<file path="config.mk">
export PLATFORM = sky130hd
export DESIGN_NAME = hilo_unit
export DESIGN_NICKNAME = d
export VERILOG_FILES = /design/src/rtl/hilo_unit.sv
export SDC_FILE = /design/constraint.sdc
export NUM_CORES = 1
export LEC_CHECK = 0
export CAP_MARGIN = 20
export CELL_PAD_IN_SITES_DETAIL_PLACEMENT = 2
export CELL_PAD_IN_SITES_GLOBAL_PLACEMENT = 2
export CORE_UTILIZATION = 35
export CTS_BUF_LIST = sky130_fd_sc_hd__clkbuf_8
export DETAILED_ROUTE_END_ITERATION = 8
export PLACE_DENSITY = 0.83
export SLEW_MARGIN = 20
export SYNTH_ARGS = -nofsm -noshare
export SYNTH_HDL_FRONTEND = slang
export SYNTH_SLANG_ARGS = --single-unit
</file>
<file path="constraint.sdc">
create_clock -name clk -period 11.5 [get_ports clk]
set_clock_uncertainty 0.05 [all_clocks]
set_input_delay 3.45 -clock clk [delete_from_list [all_inputs] [get_ports clk]]
set_output_delay 3.45 -clock clk [all_outputs]
set_load 0.005 [all_outputs]
</file>
<file path="src/rtl/hilo_unit.sv">
// rtl/hilo_unit.sv - sequential unsigned multiply/divide engine owning the HI/LO register pair
module hilo_unit #(
  parameter int WIDTH = 32
) (
  input  logic             clk,
  input  logic             rst,
  input  logic             start,
  input  logic             is_div,
  input  logic [WIDTH-1:0] src_a,
  input  logic [WIDTH-1:0] src_b,
  input  logic             w_hilo,
  input  logic [WIDTH-1:0] write_hi,
  input  logic [WIDTH-1:0] write_lo,
  output logic             busy,
  output logic             done,
  output logic             div_by_zero,
  output logic [WIDTH-1:0] hi,
  output logic [WIDTH-1:0] lo
);

  localparam int CW = $clog2(WIDTH);

  typedef enum logic [1:0] {S_IDLE, S_RUN, S_DONE} state_t;

  state_t             state_q, state_d;
  logic [CW-1:0]      cnt_q, cnt_d;
  logic               is_div_q, is_div_d;
  logic               zero_q, zero_d;
  logic [WIDTH-1:0]   a_q, a_d;
  logic [WIDTH-1:0]   b_q, b_d;
  // Multiply: {partial product, multiplier}. Divide: low half is dividend/quotient.
  logic [2*WIDTH-1:0] acc_q, acc_d;
  logic [WIDTH:0]     rem_q, rem_d;
  logic [WIDTH-1:0]   hi_q, hi_d;
  logic [WIDTH-1:0]   lo_q, lo_d;

  logic [WIDTH:0]     mul_sum;
  logic [WIDTH:0]     div_shift;
  logic [WIDTH:0]     div_diff;
  logic               div_ge;
  logic [WIDTH-1:0]   res_hi;
  logic [WIDTH-1:0]   res_lo;

  // Control sequencing: IDLE -> RUN for WIDTH steps -> one DONE cycle -> IDLE
  always_comb begin
    state_d = state_q;
    case (state_q)
      S_IDLE:  if (start) state_d = S_RUN;
      S_RUN:   if (cnt_q == CW'(WIDTH - 1)) state_d = S_DONE;
      S_DONE:  state_d = S_IDLE;
      default: state_d = S_IDLE;
    endcase
  end

  // One iteration of shift-add multiply or restoring divide, plus the final result select
  always_comb begin
    mul_sum   = {1'b0, acc_q[2*WIDTH-1:WIDTH]} + (acc_q[0] ? {1'b0, a_q} : '0);
    div_shift = {rem_q[WIDTH-1:0], acc_q[WIDTH-1]};
    div_ge    = (div_shift >= {1'b0, b_q});
    div_diff  = div_shift - {1'b0, b_q};
    if (is_div_q) begin
      // A zero divisor already yields these values; selecting them explicitly pins the contract.
      res_hi = zero_q ? a_q : rem_q[WIDTH-1:0];
      res_lo = zero_q ? '1 : acc_q[WIDTH-1:0];
    end else begin
      res_hi = acc_q[2*WIDTH-1:WIDTH];
      res_lo = acc_q[WIDTH-1:0];
    end
  end

  // Operand capture at launch and datapath stepping while running
  always_comb begin
    cnt_d    = cnt_q;
    is_div_d = is_div_q;
    zero_d   = zero_q;
    a_d      = a_q;
    b_d      = b_q;
    acc_d    = acc_q;
    rem_d    = rem_q;
    if (state_q == S_IDLE && start) begin
      cnt_d    = '0;
      is_div_d = is_div;
      zero_d   = (src_b == '0);
      a_d      = src_a;
      b_d      = src_b;
      rem_d    = '0;
      acc_d    = {{WIDTH{1'b0}}, (is_div ? src_a : src_b)};
    end else if (state_q == S_RUN) begin
      cnt_d = cnt_q + 1'b1;
      if (is_div_q) begin
        rem_d = div_ge ? div_diff : div_shift;
        acc_d = {acc_q[2*WIDTH-1:WIDTH], acc_q[WIDTH-2:0], div_ge};
      end else begin
        acc_d = {mul_sum, acc_q[WIDTH-1:1]};
      end
    end
  end

  // HI/LO update: engine commit in DONE takes priority over the direct write
  always_comb begin
    hi_d = hi_q;
    lo_d = lo_q;
    if (state_q == S_DONE) begin
      hi_d = res_hi;
      lo_d = res_lo;
    end else if (w_hilo) begin
      hi_d = write_hi;
      lo_d = write_lo;
    end
  end

  // State registers; reset aborts any operation in flight
  always_ff @(posedge clk or posedge rst) begin
    if (rst) begin
      state_q  <= S_IDLE;
      cnt_q    <= '0;
      is_div_q <= 1'b0;
      zero_q   <= 1'b0;
      a_q      <= '0;
      b_q      <= '0;
      acc_q    <= '0;
      rem_q    <= '0;
      hi_q     <= '0;
      lo_q     <= '0;
    end else begin
      state_q  <= state_d;
      cnt_q    <= cnt_d;
      is_div_q <= is_div_d;
      zero_q   <= zero_d;
      a_q      <= a_d;
      b_q      <= b_d;
      acc_q    <= acc_d;
      rem_q    <= rem_d;
      hi_q     <= hi_d;
      lo_q     <= lo_d;
    end
  end

  assign busy        = (state_q != S_IDLE);
  assign done        = (state_q == S_DONE);
  assign div_by_zero = (state_q == S_DONE) && is_div_q && zero_q;
  assign hi          = hi_q;
  assign lo          = lo_q;

endmodule
</file>
======== After elaboration in Yosys (flattened, before gate mapping) ========
Index checks and enable logic that the tools add are counted.
cells by class
  add/sub/neg operators ................... 3
  magnitude comparators ................... 1
  equality and inequality tests ........... 6
  muxes and demuxes ....................... 22
  reductions and logical operators ........ 12
operators with widths
  operator               number
  $mux W32               14
  $mux W64               3
  $add A32 B32 Y33       1
  $ge A33 B32 Y1         1
  $logic_not A32 Y1      1
  $sub A32 B32 Y32       1
  $mux W5                2
  $reduce_bool A2 Y1     4
  $reduce_and A2 Y1      3
  $add A5 B1 Y5 const B  1
  $eq A5 B5 Y1 const B   1
  $mux W2                2
  $ne A2 B2 Y1 const B   2
  $pmux W2 S2            1
  $logic_and A1 B1 Y1    3
  $eq A2 B1 Y1 const B   1
  $eq A2 B2 Y1 const B   1
  $logic_not A2 Y1       1
  $ne A2 B1 Y1 const B   1
storage, ports and cells
  register bits after elaboration ......... 233
  input port bits ......................... 133
  word-level logic and storage cells ...... 55

======== Logic depth before layout (Yosys ltp) ========
Gate-level depths: netlist of the first run.
  depth in word-level cells ............... 5
  mapped depth ............................ 15
  gate-level depth less buffers ........... 14

======== Worst setup path after synthesis of the first run ========
No wires, ideal clock.
  path type ............................... input -> register
  start point ............................. in w_hilo
  end point ............................... reg hi_q[0] (netlist: hi[0])
  setup time .............................. 0.137 ns
  data arrival time ....................... 4.550 ns
  path slack .............................. 6.763 ns
  stages on the path ...................... 4
  path buffers ............................ 2
  cell sequence ........................... clkbuf_1 -> buf_1 -> mux2i_1 -> a21oi_1
between the ends
  cells in the longest elaborated chain, start to end .. 1
RTL lines
  item                                 RTL line  text
  start: declaration                   11        input logic w_hilo,
  $reduce_bool A2 Y1 (no source line)  --
  end signal: assignment               134       hi_q <= hi_d;
  end: declaration                     34        logic [WIDTH-1:0] hi_q, hi_d;
Every way passes these cells.
A chain may end at the register's enable or synchronous reset.

======== Worst setup path in the final report of the first run ========
  start point ............................. reg state_q[1]
  end point ............................... out div_by_zero
between the ends
  cells in the longest elaborated chain, start to end .. 3
RTL lines
  item                               RTL line  text
  start: declaration                 25        state_t state_q, state_d;
  start signal: assignment           126       state_q <= state_d;
  $eq A2 B2 Y1                       141       assign div_by_zero = (state_q == S_DONE) && is_div_q && zero_q;
  $logic_and A1 B1 Y1 (2 in series)  141
  end: declaration                   16        output logic div_by_zero,
Every way passes these cells.

==> results of run 1 <==
## power by group
part | switching [mW] | total [mW] | internal, mW
clock | 0.380 | 0.821 | 0.441
combinational | 1.81 | 2.98 | 1.18
sequential | 0.339 | 1.49 | 1.15
total | 2.53 | 5.29 | 2.77
## cell families (layout without fill, tap and decap cells)
group	after synthesis	count (layout)
buffers and inverters	152	342
AOI/OAI and AO/OA	439	439
and+or+nand+nor	528	528
adders and majority gates	68	68
xor gates and xnor gates	54	54
DFF	233	233
muxes	165	165
## sequential cells by signal, summed over array words and instances, names as in the netlist
register,count
state_q,2
hi,32
b_q,32
cnt_q,5
lo,32
a_q,32
rem_q,32
is_div_q,1
zero_q,1
acc_q,64
## metal layers
layer,GRT usage,share of wire
met3,0.0289,0.032
met5,0,0
met4,0.0658,0.018
met1,0.354,0.47
met2,0.448,0.48
## layout by cell type (no fill, tap or decap), drive strengths merged, types with 53 or more instances in the layout
| cell | n |
|---|---|
| nor2 | 136 |
| ha | 66 |
| nand2 | 229 |
| o21ai | 138 |
| clkdlybuf4s50 | 197 |
| inv | 72 |
| clkbuf | 53 |
| a21oi | 182 |
| mux2i | 165 |
| dfrtp | 233 |
## layout make-up
class | instances | area share
well taps | 525 | 0.0374
repair buffers | 213 | 0.119
inverters | 51 | 0.0113
multi-input cells | 1254 | 0.451
flip-flops and latches | 233 | 0.332
clock inverters | 25 | 0.00790
clock buffers | 53 | 0.0415
## worst max path at each step
stage / from / end / slack, ns / cells after the start
after floorplan: rst / a_q[0] / 1.61 / 1
after global placement: start / rem_q[29] / 5.45 / 6
after detailed placement: start / rem_q[29] / 5.34 / 6
after CTS: state_q[1] / div_by_zero / 5.21 / 5
after global routing: state_q[1] / div_by_zero / 5.14 / 5
final: state_q[1] / div_by_zero / 5.27 / 5
## critical path: stages (launching register included)
cell and delay (ns):
dfrtp_1 0.47, nand2b_4 0.37, inv_1 0.19, and3_1 0.18, buf_4 0.33, clkdlybuf4s50_1 0.59
## per-stage QoR
stage               utilization  setup WS (ns)  instances  area (µm²)
CTS                       0.439           5.21       2354       17600
global route              0.439           5.14       2354       17600
floorplan                     -           1.61       1639       14300
global placement          0.417           5.45       2276       16700
detailed placement        0.417           5.34       2276       16700
finish                    0.439           5.27       2354       17600
==> parameters.txt, run 1 <==
Parameter                              Value

Global route
  Initial antenna violation count ... 0
  Total congestion overflow after global routing ... 0
  Combined global-route utilization of all metal layers ... 0.263
  Via count of the first global-routing pass ... 14,600
  Maximum number of pins on one net before global-route repair ... 113
  First-pass GRT wire length ... 85,500 µm

Cells and area
  Antenna diode count ... 0
  Layout overhead on the synthesized area ... 23.0%
  Number of nets in the layout ... 1,998
  Ratio of cells with drive above 1 in the final layout ... 0.0508
  Filler instances ... 4,322
  Footprint of the flip-flops and latches ... 0.00584 mm²
  Area of the multi-input gates ... 0.00792 mm²

Hold path
  Min-delay src ... a_q[11]
  Cell depth of the worst hold path ... 2
  Worst-case hold path end point ... a_q[11]
  Class of the tightest hold or removal check ... reg -> reg

Synthesis
  Simple-Gate Fraction of Synth Area ... 0.162
  Post-Synthesis Mean Instance Area ... 8.72 µm²
  Number of nets in the synthesized netlist ... 1,840
  Leading cell types by total area after synthesis ... dfrtp_1 (41%), mux2i_1 (12%), a21oi_1 (6.3%)
  Area share of the largest cell type after synthesis ... 0.408
  Mapped Area ... 0.0143 mm²
  Post-synthesis register bit count ... 233
  Sequential-to-total area share from yosys stat ... 0.408
  Cell type with the largest total area after synthesis ... dfrtp_1
  Netlist cell types ... 55
  Library cell with the highest instance count after synthesis ... dfrtp_1
  Share of flip-flops with an asynchronous set or reset after synthesis ... 1.00
  Adder-cell share of the synthesized area ... 0.0606
  Compound-Gate Fraction of Synth Area ... 0.179
  Proportion of synthesized area in mux cells ... 0.116
  Largest family of logic cells by synthesized area ... compound AO/OA/AOI/OAI gates
  Area share of xor/xnor cells in the synthesized design ... 0.0331
  Most frequent cells after synthesis ... dfrtp_1 (233), nand2_1 (229), a21oi_1 (181)
  Cell count after synthesis ... 1,639
  Yosys Warn Count ... 0
  Number of enable-type register cells in the synthesized netlist ... 0
  Dominant register cell in the synthesized netlist ... dfrtp_1

Floorplanning
  Die width ... 204 µm
  Core outline area ... 0.0400 mm²
  Initial core utilization ... 0.357
  Total number of placement rows ... 73
  Die Area ... 0.0416 mm²
  I/O pin total ... 200
  Die Y-Extent ... 204 µm

Clocking
  Post-cts sizing count ... 0
  Buffers inserted during post-CTS setup optimization ... 0
  Clock buffer count from CTS ... 44
  Clk root buf ... clkbuf_8
  Clock Sinks ... 233
  CTS H-tree depth ... 2
  Clk_lat worst skew ... 0.59 ns
  Post-CTS clock slew at the launch and capture registers of the worst setup and hold paths ... 0.06 ns
  Largest buffer count on any clock path ... 3
  Clock tree from TritonCTS ... yes
  Number of hold buffers added after cts ... 0

Placed design
  DP HPWL ... 39,900 µm
  Number of buffers added on ports ... 199
  Placer congestion estimate ... 0.867

Critical path
  Critical path class ... reg -> out
  Reg-to-Reg End ... acc_q[0]
  Internal reg-to-reg setup slack ... 7.66 ns
  Worst-case reg-to-reg path depth ... 11
  Highest net fanout along the worst path ... 59
  Category of the worst setup path capture point ... output port
  Worst r2r src ... rem_q[2]
  Required time at the endpoint of the critical path ... 8.00 ns
  Critical path startpoint category ... flip-flop
  Worst EP arrival ... 2.73 ns

Pwr
  Overall Power ... 5.29 mW
  Max IR drop VDD ... 143 µV
  LEAKAGE ... 7.84 nW
  Total power per unit cell area ... 301 mW/mm²

Drt
  Final routed DRC violation total ... 0
  Mean number of vias per cell ... 5.58
  Number of nets with antenna violations after detailed routing ... 0
  Detailed router's first-iteration violation count ... 608
  Final Routed Wirelength ... 54,500 µm
  Vias after detailed routing ... 13,100
  Number of iterations in the first detailed-routing pass ... 5
  Per-cell routed wire length ... 23.1 µm

Status
  Run status ... complete, no violations

Timing
  Worst hold slack after final layout ... 0.449 ns
  RSZ-0062 raised after global routing ... no
  Max Clock Freq ... 161 MHz
  Min Clock Period, post-route ... 6.23 ns
  Final setup viols ... 0
  Measured slew at the worst slew-check pin ... 1.00 ns
  Endpoints failing hold ... 0
  Max Slew Vio Count ... 0
  Tightest slew margin relative to the limit ... 0.333
  Part of the cycle the worst path needs ... 0.542
  Summed negative setup slack over all endpoints ... 0 ns

Flow run
  Max-cap violations ... 0
Note: power is estimated with default switching activity, not from simulation.
==> run 2, diff against run 1 <==
- CORE_UTILIZATION: 35 -> 31
- PLACE_DENSITY: 0.83 -> 0.78
- clock period: 11.5 -> 5.3 ns (I/O delays scaled with it)
==> parameters.txt, run 2 (synthesized netlist as in run 1, its figures left out) <==
Parameter                              Value

Status
  Run status ... complete, no violations (unchanged)

Pwr
  Total power per unit cell area ... 652 mW/mm² (was 301 mW/mm²)
  Max IR drop VDD ... 199 µV (was 143 µV)
  LEAKAGE ... 7.89 nW (was 7.84 nW)

Floorplanning
  Die Y-Extent ... 217 µm (was 204 µm)
  Die Area ... 0.0469 mm² (was 0.0416 mm²)
  Core outline area ... 0.0454 mm² (was 0.0400 mm²)
  I/O pin total ... 200 (unchanged)
  Die width ... 217 µm (was 204 µm)
  Initial core utilization ... 0.315 (was 0.357)
  Total number of placement rows ... 78 (was 73)

Critical path
  Highest net fanout along the worst path ... 48 (was 59)
  Worst-case reg-to-reg path depth ... 12 (was 11)
  Setup crit end ... div_by_zero (unchanged)
  Worst EP arrival ... 2.64 ns (was 2.73 ns)
  Start point of the critical path ... state_q[1] (unchanged)
  Internal reg-to-reg setup slack ... 1.61 ns (was 7.66 ns)
  Reg-to-Reg End ... acc_q[56] (was acc_q[0])
  Category of the worst setup path capture point ... output port (unchanged)
  Critical path startpoint category ... flip-flop (unchanged)
  Required time at the endpoint of the critical path ... 3.66 ns (was 8.00 ns)
  Critical path class ... reg -> out (unchanged)
  Worst r2r src ... acc_q[0] (was rem_q[2])

Cells and area
  Most common cell after layout, fill and taps aside ... dfrtp_1 (unchanged)
  Layout Utilization ... 0.392 (was 0.439)
  Post-route non-filler standard cell count ... 2,433 (was 2,354)
  Flip-flop count of the largest register, all copies and words added ... 64 (unchanged)
  Commonest non-fill, non-tap cells in the layout ... dfrtp_1 (231), nand2_1 (228), clkdlybuf4s50_1 (197), a21oi_1 (181), mux2i_1 (165) (was dfrtp_1 (231), nand2_1 (227), clkdlybuf4s50_1 (197), a21oi_1 (181), mux2i_1 (165))
  Largest Register ... acc_q (unchanged)
  Ratio of cells with drive above 1 in the final layout ... 0.0546 (was 0.0508)
  Filler instances ... 5,007 (was 4,322)
  Number of nets in the layout ... 2,002 (was 1,998)
  Antenna diode count ... 0 (unchanged)
  Post-layout instance area ... 0.0178 mm² (was 0.0176 mm²)
  Layout overhead on the synthesized area ... 24.7% (was 23.0%)

Hold path
  Cell depth of the worst hold path ... 1 (was 2)
  Class of the tightest hold or removal check ... reg -> reg (unchanged)

Clocking
  Clock Sinks ... 233 (unchanged)
  Clk_lat worst skew ... 0.59 ns (about the same)
  Clock tree from TritonCTS ... yes (unchanged)
  Largest buffer count on any clock path ... 3 (unchanged)
  Post-cts sizing count ... 0 (unchanged)
  Number of hold buffers added after cts ... 0 (unchanged)
  Buffers inserted during post-CTS setup optimization ... 0 (unchanged)
  Post-CTS clock slew at the launch and capture registers of the worst setup and hold paths ... 0.05 ns (was 0.06 ns)
  CTS H-tree depth ... 2 (unchanged)
  Clk root buf ... clkbuf_8 (unchanged)
  Clock buffer count from CTS ... 44 (unchanged)

Drt
  Final Routed Wirelength ... 53,800 µm (was 54,500 µm)
  Detailed router's first-iteration violation count ... 648 (was 608)
  Number of iterations in the first detailed-routing pass ... 5 (unchanged)
  Number of nets with antenna violations after detailed routing ... 0 (unchanged)
  Final routed DRC violation total ... 0 (unchanged)
  Per-cell routed wire length ... 22.1 µm (was 23.1 µm)
  Vias after detailed routing ... 13,100 (about the same)
  Mean number of vias per cell ... 5.36 (was 5.58)

Global route
  Combined global-route utilization of all metal layers ... 0.231 (was 0.263)
  Via count of the first global-routing pass ... 14,600 (about the same)
  Maximum number of pins on one net before global-route repair ... 83 (was 113)
  First-pass GRT wire length ... 85,500 µm (about the same)
  Initial antenna violation count ... 0 (unchanged)
  Total congestion overflow after global routing ... 0 (unchanged)

Placed design
  Placer congestion estimate ... 0.905 (was 0.867)
  Cell count after placement ... 2,355 (was 2,276)
  Total placed instance area ... 0.0168 mm² (was 0.0167 mm²)
  DP HPWL ... 40,300 µm (was 39,900 µm)
  Number of buffers added on ports ... 199 (unchanged)

Timing
  Tightest slew margin relative to the limit ... 0.236 (was 0.333)
  Summed negative setup slack over all endpoints ... 0 ns (unchanged)
  Max Slew Vio Count ... 0 (unchanged)
  RSZ-0062 raised after global routing ... no (unchanged)
  Measured slew at the worst slew-check pin ... 1.15 ns (was 1.00 ns)
  Final setup viols ... 0 (unchanged)
  Max Clock Freq ... 234 MHz
  Min Clock Period, post-route ... 4.28 ns
  Endpoints failing hold ... 0 (unchanged)
  Part of the cycle the worst path needs ... 0.808

Flow run
  Max-cap violations ... 0 (unchanged)
run 2: layer usage:
metal / part of all wire / track usage / up-vias
li1: - / - / 6104
met1: 0.48 / 0.318 / 6667
met2: 0.47 / 0.387 / 227
met3: 0.030 / 0.0271 / 54
met4: 0.016 / 0.0526 / 0
met5: 0 / 0 / -
run 2: per-stage QoR:
stage	hold slack [ns]	total power [mW]	setup slack [ns]
floorplan	0.399	7.56	0.610
global placement	0.415	9.26	1.57
detailed placement	0.442	9.63	1.46
CTS	0.454	11.7	0.972
global route	0.482	12.6	0.874
finish	0.453	11.6	1.02
run 2: layout make-up:
| class | instances | area, µm² | share of cell area |
|---|---|---|---|
| clock buffers | 56 | 771 | 0.0433 |
| clock inverters | 22 | 198 | 0.0111 |
| inverters | 51 | 195 | 0.0110 |
| multi-input cells | 1254 | 7920 | 0.444 |
| flip-flops and latches | 233 | 5840 | 0.328 |
| well taps | 600 | 751 | 0.0422 |
| repair buffers | 217 | 2140 | 0.120 |
run 2: worst max-delay path: stages (launching register included):
cell and delay [ns]:
dfrtp_1 0.47, nand2b_4 0.34, inv_1 0.18, and3_1 0.17, buf_4 0.32, clkdlybuf4s50_1 0.58
run 2: worst min-delay path by stage:
stage               endpoint  slack [ns]      from
global placement    cnt_q[3]        0.42  cnt_q[3]
CTS                 cnt_q[3]        0.45  cnt_q[3]
global route        cnt_q[3]        0.48  cnt_q[3]
finish              cnt_q[3]        0.45  cnt_q[3]
floorplan           cnt_q[3]        0.40  cnt_q[3]
detailed placement  cnt_q[3]        0.44  cnt_q[3]
run 2: power by group:
group / internal (mW) / switching [mW]
registers: 2.50 / 0.742
logic: 2.56 / 3.84
clock network: 1.14 / 0.831
total: 6.20 / 5.42
